**src/rtl/rom_fetch_unit.sv**
```systemverilog
// rom_fetch_unit
//   Instruction-fetch front end for the MIPS core. Owns the program counter,
//   drives the instruction ROM's addr/sel pair, captures the ROM's
//   combinational read data into a registered inst/inst_pc pair and offers
//   that pair to decode over a valid/ready handshake. Accepts stall and
//   redirect (branch/jump) requests from the pipeline.
//
//   Optional feature macro: FETCH_MISALIGN_TRAP_EN
//     defined   : a misaligned redirect halts fetch and raises a sticky fault
//     undefined : redirect_pc[1:0] is masked to zero, fault is tied low
//
// Ports
//   clk, rst_n        clock; synchronous active-low reset
//   rom_addr, rom_sel ROM word address (pc[ADDR_BITS+1:2]) and select
//   rom_dout          ROM read data, combinational from rom_addr
//   stall             freeze fetch (held instruction may still be accepted)
//   redirect_valid    load redirect_pc into the PC, flush held instruction
//   redirect_pc       redirect target byte address
//   inst, inst_pc     fetched instruction and its byte address
//   inst_valid        inst/inst_pc hold a valid pair
//   inst_ready        decode accepts the pair when inst_valid is also high
//   fault             misaligned-redirect trap indication

module rom_fetch_unit #(
    parameter int          ADDR_BITS = 10,
    parameter logic [31:0] RESET_PC  = 32'h0000_0000
) (
    input  logic                 clk,
    input  logic                 rst_n,
    output logic [ADDR_BITS-1:0] rom_addr,
    output logic                 rom_sel,
    input  logic [31:0]          rom_dout,
    input  logic                 stall,
    input  logic                 redirect_valid,
    input  logic [31:0]          redirect_pc,
    output logic [31:0]          inst,
    output logic [31:0]          inst_pc,
    output logic                 inst_valid,
    input  logic                 inst_ready,
    output logic                 fault
);

    typedef enum logic [1:0] {
        IDLE = 2'd0,
        RUN  = 2'd1,
        HALT = 2'd2
    } state_t;

    state_t      state, state_nxt;
    logic [31:0] pc;

    logic        accept;          // decode takes the held pair this cycle
    logic        load;            // capture rom_dout this cycle
    logic        redirect;        // redirect honoured (RUN only)
    logic        trap;            // honoured redirect is misaligned and traps
    logic [31:0] redirect_target;

    assign rom_addr = pc[ADDR_BITS+1:2];

    // NOTE: every signal assigned in this block gets a default first, so no
    // path through the case leaves one unassigned and no latch is inferred.
    always_comb begin
        state_nxt = state;
        rom_sel   = (state == RUN) && !stall && !redirect_valid;
        accept    = inst_valid && inst_ready;
        load      = rom_sel && (!inst_valid || inst_ready);
        redirect  = (state == RUN) && redirect_valid;
`ifdef FETCH_MISALIGN_TRAP_EN
        redirect_target = redirect_pc;
        trap            = redirect && (redirect_pc[1:0] != 2'b00);
`else
        // Low bits are dropped so fetch always stays word aligned.
        redirect_target = redirect_pc & 32'hFFFF_FFFC;
        trap            = 1'b0;
`endif
        case (state)
            IDLE:    state_nxt = RUN;
            RUN:     if (trap) state_nxt = HALT;
            HALT:    state_nxt = HALT;
            default: state_nxt = IDLE;
        endcase
    end

    // NOTE: sequential state uses non-blocking assignments so every register
    // samples the pre-edge values, independent of statement order.
    always_ff @(posedge clk) begin
        if (!rst_n) begin
            state      <= IDLE;
            pc         <= RESET_PC;
            inst       <= 32'h0;
            inst_pc    <= 32'h0;
            inst_valid <= 1'b0;
        end else begin
            state <= state_nxt;
            if (redirect) begin
                // Redirect beats stall and handshake; an acceptance in this
                // same cycle has already happened, so clearing valid is safe.
                if (!trap) pc <= redirect_target;
                inst_valid <= 1'b0;
            end else if (load) begin
                inst       <= rom_dout;
                inst_pc    <= pc;
                inst_valid <= 1'b1;
                pc         <= pc + 32'd4;   // modulo 2^32 wrap is intended
            end else if (accept) begin
                inst_valid <= 1'b0;
            end
        end
    end

`ifdef FETCH_MISALIGN_TRAP_EN
    // Sticky until reset: HALT has no exit other than reset either.
    always_ff @(posedge clk) begin
        if (!rst_n)    fault <= 1'b0;
        else if (trap) fault <= 1'b1;
    end
`else
    assign fault = 1'b0;
`endif

endmodule
```
**config.mk**
```make
export PLATFORM = sky130hd
export DESIGN_NAME = rom_fetch_unit
export DESIGN_NICKNAME = d
export VERILOG_FILES = /design/src/rtl/rom_fetch_unit.sv
export SDC_FILE = /design/constraint.sdc
export NUM_CORES = 1
export LEC_CHECK = 0
export CORE_UTILIZATION = 49
export CTS_BUF_LIST = sky130_fd_sc_hd__clkbuf_8
export DETAILED_ROUTE_END_ITERATION = 10
export GPL_TIMING_DRIVEN = 0
export PLACE_DENSITY = 0.93
export SYNTH_ARGS = -nofsm -noshare
export SYNTH_HDL_FRONTEND = slang
export SYNTH_SLANG_ARGS = --single-unit
```
**constraint.sdc**
```tcl
create_clock -name clk -period 4.3 [get_ports clk]
set_input_delay 0.43 -clock clk [delete_from_list [all_inputs] [get_ports clk]]
set_output_delay 0.43 -clock clk [all_outputs]
set_load 0.02 [all_outputs]
```
# After elaboration in Yosys (flattened, before gate mapping)
# Index checks and enable logic that the tools add are counted.
# Widths: inputs -> output; s select.
[totals] output_inout_bits=77 in_bits=69 register_bits=99 elab_cells=30
[op_classes] n_bitwise=2 n_addsub=1 mux=5 reduce_logical=14 eq_ne=2
[ops] operator="$mux 32" count=2
[ops] operator="$add 32x3->32 const B" count=1
[ops] operator="$pmux 2 s3" count=1
[ops] operator="$logic_and 1x1->1" count=5
[ops] operator="$reduce_bool 2->1" count=2
[ops] operator="$logic_not 1->1" count=3
[ops] operator="$eq 2x1->1 const B" count=1
[ops] operator="$eq 2x2->1 const B" count=1
[ops] operator="$logic_not 2->1" count=1
[ops] operator="$mux 1" count=2
[ops] operator="$not 1->1" count=2
[ops] operator="$reduce_and 2->1" count=1
[ops] operator="$reduce_or 2->1" count=1
[ops] operator="$logic_or 1x1->1" count=1

# Longest topological paths before layout
# Gate-level depths: netlist of run 1.
[logic_depth] depth_word=6 ltp_mapped=8

# Worst setup path after synthesis of run 1
# OpenSTA, ideal clock, no wires.
[synth_timing] path_type="input port to flip-flop" from="input port redirect_valid" to="register inst_pc[16]" path_slack_ns=2.170 t_arrival_ns=2.002 cell_stages=8 required_ns=4.172 path_cell_list="or4b_4 -> inv_1 -> nand2b_1 -> clkbuf_1 -> buf_2 -> buf_2 -> a21oi_1 -> nor2_1"
[synth_via] elab_chain_len=4 word_cells_on_any_way=6
[synth_rtl] element="from (decl)" line_no="34" text="input logic redirect_valid,"
[synth_rtl] element="$logic_not 1->1" line_no="64" text="rom_sel = (state == RUN) && !stall && !redirect_valid;"
[synth_rtl] element="$logic_and 1x1->1" line_no="64"
[synth_rtl] element="named net rom_sel" line_no="31" text="output logic rom_sel,"
[synth_rtl] element="$logic_and 1x1->1" line_no="66" text="load = rom_sel && (!inst_valid || inst_ready);"
[synth_rtl] element="$reduce_and 2->1 (no line)"
[synth_rtl] element="to (signal assigned)" line_no="102" text="inst_pc <= pc;"
[synth_rtl] element="to (decl)" line_no="37" text="output logic [31:0] inst_pc,"
# The timed path passes the listed nets, and every way through them passes these cells.
# A chain may end at the register's enable or synchronous reset.

# Worst setup path in the final report of run 1
[layout_timing] from="input port redirect_valid" to="output port rom_sel"
[layout_via] elab_chain_len=2
[layout_rtl] element="$logic_not 1->1" line_no="64"
[layout_rtl] element="$logic_and 1x1->1" line_no="64"
[layout_rtl] element="to (decl)" line_no="31"
# No other way between the ends.

==> flow_summary_export.csv, run 1 <==
group,metric,value,unit
clock_tree,htree_levels,3,
synth,netlist_instances,503,
global_routing,grt_pass1_wl,18700,µm
final_layout,most-common-layout-cells,"clkdlybuf4s50_1, nand2_1, dfxtp_1, a21oi_1, nor2_1",
detailed_routing,drt_iter0_drc,291,
pwr,p_total,1.77,mW
clock_tree,clockBufferDepth,2,
timing,layout_setup_ws,1.61,ns
global_routing,grt-ovfl-total,0,
clock_tree,clk_latency,0.37,ns
final_layout,final_util,73.4,%
synth,synth_area,0.00397,mm²
clock_tree,hold_buffers,0,
place,portBuffers,140,
final_layout,design_area,0.00570,mm²
final_layout,diodes,0,
timing,hold_viol,0,
timing,rsz0062_at_grt,"no",
global_routing,grt_max_degree,16,
timing,skew,0.00987,ns
synth,synth-seq-cells,95,
synth,syn_avg_cell_area,7.90,µm²
final_layout,layout_commonest_cell,"clkdlybuf4s50_1",
global_routing,grtUsageTotal,28.2,%
final_layout,fin_nets,726,
place,placed_cells,747,
timing,final.min_clock_period,2.69,ns
detailed_routing,ant_nets,0,
place,place_ws,1.46,ns
worst_hold_path,holdPathStages,2,
final_layout,syn2layout_area_growth,43.5,%
synth,async_reset_ff_share,0,%
worst_setup_path,start_kind,"input pin",
timing,max_freq,372,MHz
pwr,peakVddDrop,0.244,mV
synth,yosysSeqAreaShare,47.9,%
place,hpwl,8830,µm
timing,fin_hold_ws,0.460,ns
synth,synth_top_cell_area_share,47.9,%
worst_hold_path,hold_class,"reg -> reg",
global_routing,grt_antenna_before_repair,0,
outcome,status,"finished clean",
detailed_routing,drt-total-wl,11700,µm
worst_setup_path,crit_required,3.87,ns
timing,relSlewSlack,42.9,%
worst_setup_path,crit_end,"rom_sel",
final_layout,finalNonFillerCells,763,
timing,slew_viol_final,0,
synth,synth_edf_count,0,
worst_setup_path,crit_type,"in -> out",
place,place_area,0.00551,mm²
clock_tree,cts_tree,"done",
worst_setup_path,cp.arrival,2.26,ns
clock_tree,clock-sinks,95,
clock_tree,numCtsBuffers,9,
job,drv_cap,0,
timing,setup_viol,0,
final_layout,layout-drive-gt1-share,6.20,%
pwr,leakage,1.96,nW
synth,ys_top_cells_by_area,"dfxtp_1, nand2_1, a21oi_1",
worst_setup_path,cp_max_fo,5,
die,dieWidth,92.1,µm
synth,synth_cell_types,44,
synth,ys_warn_count,0,
die,ioPinCount,146,
die,start_util,51.2,%
worst_setup_path,end_kind,"primary output",
clock_tree,cts_setup_buffers,0,
timing,fin_tns_setup,0,ns
detailed_routing,vias_per_cell,5.44,
worst_setup_path,rrSetupSlack,1.91,ns
place,gp_congestion,0.889,
detailed_routing,wire_per_inst,15.4,µm
die,fp.dieH,92.1,µm
global_routing,grt_pass1_vias,4014,
timing,finalCritPeriodShare,62.5,%
clock_tree,ctsResizeCount,0,
clock_tree,root_buffer,"clkbuf_8",
pwr,p_per_area,310,mW/mm²
detailed_routing,dr.pass1.iters,6,
detailed_routing,drcViolationCount,0,
worst_setup_path,startpoint,"redirect_valid",
die,die_area,0.00847,mm²
worst_setup_path,rr_worst_depth,7,
synth,synth_top_cell_by_area,"dfxtp_1",
detailed_routing,vias,4152,
worst_setup_path,r2r-start,"inst_valid$_SDFFE_PP0P_",
synth,ys.flop_type,"dfxtp_1",
die,rows,32,
die,core,0.00777,mm²
timing,tightestPinTransition,0.848,ns
clock_tree,clk_pin_slew,0.09,ns
worst_setup_path,timing.rr.end,"inst[3]$_SDFFE_PN0P_",
Yosys cell counts (3+ instances only):
master	number
and3_1	5
nand4_1	16
buf_4	13
nor3_1	5
or3_1	3
a31oi_1	9
a21oi_1	79
nand2_1	134
xnor2_1	8
clkbuf_1	23
o21ai_0	20
nand3_1	9
inv_1	6
dfxtp_1	95
xor2_1	9
a211oi_1	7
nor2_1	24
buf_2	8
worst max-delay path, stage by stage:
cell             delay (ns)
clkdlybuf4s50_1        0.46
or4b_4                 0.60
inv_1                  0.14
clkdlybuf4s50_1        0.62
layer usage:
| metal | vias to the layer above | GRT usage [%] | share of wire (%) |
|---|---|---|---|
| met5 | - | 0 | 0 |
| met4 | 0 | 13.8 | 2.3 |
| met3 | 27 | 6.14 | 8.9 |
| met2 | 215 | 50.4 | 50 |
| met1 | 1902 | 31.5 | 39 |
| li1 | 2008 | - | - |
registers in the layout (all words and copies together), names as in the netlist:
register / count
inst_valid: 1
pc: 30
inst_pc: 30
state: 2
inst: 32
how the worst min path moves through the flow:
| stage | from | endpoint | slack, ns |
|---|---|---|---|
| finish | inst[5]$_SDFFE_PN0P_ | inst[5]$_SDFFE_PN0P_ | 0.46 |
| CTS | inst[5]$_SDFFE_PN0P_ | inst[5]$_SDFFE_PN0P_ | 0.46 |
| global placement | state[0]$_SDFFE_PN0P_ | state[1]$_SDFFE_PN0P_ | 0.44 |
| detailed placement | inst[5]$_SDFFE_PN0P_ | inst[5]$_SDFFE_PN0P_ | 0.45 |
| floorplan | state[1]$_SDFFE_PN0P_ | state[0]$_SDFFE_PN0P_ | 0.42 |
| global route | inst[29]$_SDFFE_PN0P_ | inst[29]$_SDFFE_PN0P_ | 0.48 |
cells by family (layout without fill, tap and decap cells):
family	Yosys count	after routing	synth area share, %
buffers and inverters	51	207	6.30
and+or+nand+nor	212	212	24.1
other	1	3	0.0944
xor gates and xnor gates	17	17	3.75
AOI/OAI and AO/OA	125	125	17.3
muxes	1	1	0.283
DFF	95	95	47.9
adders and majority gates	1	1	0.315
power by group:
| group | total [mW] | internal, mW | switching [mW] |
|---|---|---|---|
| sequential | 0.946 | 0.912 | 0.0340 |
| combinational | 0.253 | 0.131 | 0.122 |
| clock | 0.570 | 0.264 | 0.305 |
layout make-up:
class / count / area, µm²
Fill cell: 580 / 2070
Sequential cell: 95 / 1900
Multi-Input combinational cell: 359 / 1830
Timing Repair Buffer: 140 / 1400
Buffer: 44 / 224
Tap cell: 102 / 128
Clock buffer: 9 / 124
Clock inverter: 7 / 66.3
Inverter: 7 / 26.3
Power figures use the tool's default switching activity.
==> run 2: changes to the inputs <==
Settings changed: CORE_UTILIZATION 49 to 41, PLACE_DENSITY 0.93 to 0.84.
Clock period 4.3 ns to 2.4 ns, I/O delays scaled along.
==> run 2 against run 1 <==
Against the previous run:
- critical path depth is 1 lower
- combinational power is 78% higher
- cell count is 3.5% higher
- design area is 0.77% higher
- power is 81% higher
- global-route usage is 4.8 points lower
- routed wire length is 0.87% higher
- hold slack worse by 0.039 ns
- clock power is 86% higher
==> flow_summary_export.csv, run 2 (synthesis results as in run 1) <==
group,metric,value,unit
outcome,status,"finished clean",
detailed_routing,drcViolationCount,0,
global_routing,grt-ovfl-total,0,
timing,setup_viol,0,
clock_tree,root_buffer,"clkbuf_8",
clock_tree,numCtsBuffers,9,
final_layout,finalNonFillerCells,790,
die,ioPinCount,146,
timing,finalCritPeriodShare,95.8,%
detailed_routing,drt_iter0_drc,264,
global_routing,grt_antenna_before_repair,0,
final_layout,largest-register,"inst",
detailed_routing,wire_per_inst,15.0,µm
final_layout,design_area,0.00574,mm²
final_layout,largest_register_ffs,32,
worst_setup_path,crit_required,2.16,ns
place,placed_cells,774,
pwr,p_sw_share,26.6,%
clock_tree,clockBufferDepth,2,
pwr,peakVddDrop,0.321,mV
worst_setup_path,crit_type,"reg -> out",
global_routing,grtUsageTotal,23.5,%
detailed_routing,vias_per_cell,5.22,
global_routing,grt_pass1_vias,4031,
detailed_routing,dr.pass1.iters,7,
final_layout,most-common-layout-cells,"clkdlybuf4s50_1, nand2_1, dfxtp_1, a21oi_1, nor2_1",
clock_tree,cts_tree,"done",
worst_hold_path,hold_class,"in -> reg",
global_routing,grt_pass1_wl,18600,µm
die,fp.dieH,100,µm
worst_setup_path,cp_max_fo,5,
final_layout,final_util,61.6,%
global_routing,grt_max_degree,17,
timing,tightestPinTransition,0.894,ns
final_layout,diodes,0,
worst_setup_path,start_kind,"register",
die,core,0.00933,mm²
final_layout,fin_nets,726,
clock_tree,clk_pin_slew,0.10,ns
pwr,netSwitchingPower,851,µW
place,hpwl,8790,µm
place,portBuffers,140,
pwr,p_seq_share,52.9,%
detailed_routing,vias,4120,
pwr,combPwrFrac,14.0,%
final_layout,syn2layout_area_growth,44.6,%
worst_setup_path,cp.arrival,2.06,ns
job,drv_cap,0,
final_layout,layout-drive-gt1-share,6.81,%
timing,rsz0062_at_grt,"no",
place,place_area,0.00554,mm²
pwr,p_per_area,558,mW/mm²
clock_tree,clock-sinks,95,
worst_setup_path,end_kind,"primary output",
clock_tree,htree_levels,3,
final_layout,layout_commonest_cell,"clkdlybuf4s50_1",
pwr,p_int,2.35,mW
timing,skew,0.00828,ns
clock_tree,clk_latency,0.36,ns
timing,hold_viol,0,
pwr,clockPowerShare,33.1,%
timing,final.min_clock_period,2.30,ns
detailed_routing,ant_nets,0,
pwr,leakage,1.96,nW
timing,relSlewSlack,39.9,%
detailed_routing,drt-total-wl,11800,µm
die,dieWidth,100,µm
timing,max_freq,435,MHz
final_layout,largest_registers,"inst (32), inst_pc (30), pc (30)",
die,die_area,0.0101,mm²
timing,slew_viol_final,0,
die,rows,35,
die,start_util,42.6,%
place,gp_congestion,0.969,
pwr,p_total,3.20,mW
-- run 2: critical path, cell delays in order (launching register included) --
cell and delay (ns):
dfxtp_1 0.35, or4b_4 0.59, inv_1 0.14, clkdlybuf4s50_1 0.62
-- run 2: stage by stage --
| stage | hold WS [ns] | setup WS, ns | TNS (ns) |
|---|---|---|---|
| after floorplan | 0.376 | 0.365 | 0 |
| after global placement | 0.433 | -0.228 | -5.19 |
| after detailed placement | 0.446 | -0.259 | -7.34 |
| after CTS | 0.406 | 0.0318 | 0 |
| after global routing | 0.420 | 0.00475 | 0 |
| final | 0.422 | 0.101 | 0 |
-- run 2: power by group through the flow --
stage | Combinational, mW | Clock [mW] | Sequential, mW
global placement | 0.439 | 0 | 1.72
CTS | 0.451 | 1.08 | 1.69
detailed placement | 0.449 | 0 | 1.73
finish | 0.450 | 1.06 | 1.69
global route | 0.486 | 1.15 | 1.70
floorplan | 0.186 | 0 | 1.74
-- run 2: area by class of cell --
class,instances,area [µm²]
Clock buffer,9,124
Clock inverter,7,72.6
Sequential cell,95,1900
Timing Repair Buffer,140,1400
Tap cell,129,161
Inverter,7,26.3
Buffer,44,225
Multi-Input combinational cell,359,1830
Fill cell,837,3580
-- run 2: final timing paths --
kind	endpoint	cells past startpoint	slack, ns	start
min	inst[27]$_SDFFE_PN0P_	3	0.42	rom_dout[27]
max reg2reg	pc[26]$_SDFFE_PN0P_	5	0.14	pc[6]$_SDFFE_PN0P_
min reg2reg	inst[4]$_SDFFE_PN0P_	2	0.46	inst[4]$_SDFFE_PN0P_
max	rom_sel	3	0.10	state[1]$_SDFFE_PN0P_
-- run 2: timing repair --
action                                  CTS  global route
endpoints found under the hold margin     0             0
endpoints found under the setup margin    0            37
resized for setup                         0             3
buffers inserted                          0             0
hold buffers                              0             0
-- run 2: routing by layer --
layer | wire (µm) | track usage [%] | up-vias
met4 | 161 | 8.14 | 0
met5 | 0 | 0 | -
met2 | 5980 | 42.1 | 181
met3 | 881 | 4.85 | 16
met1 | 4800 | 27.7 | 1917
li1 | - | - | 2006
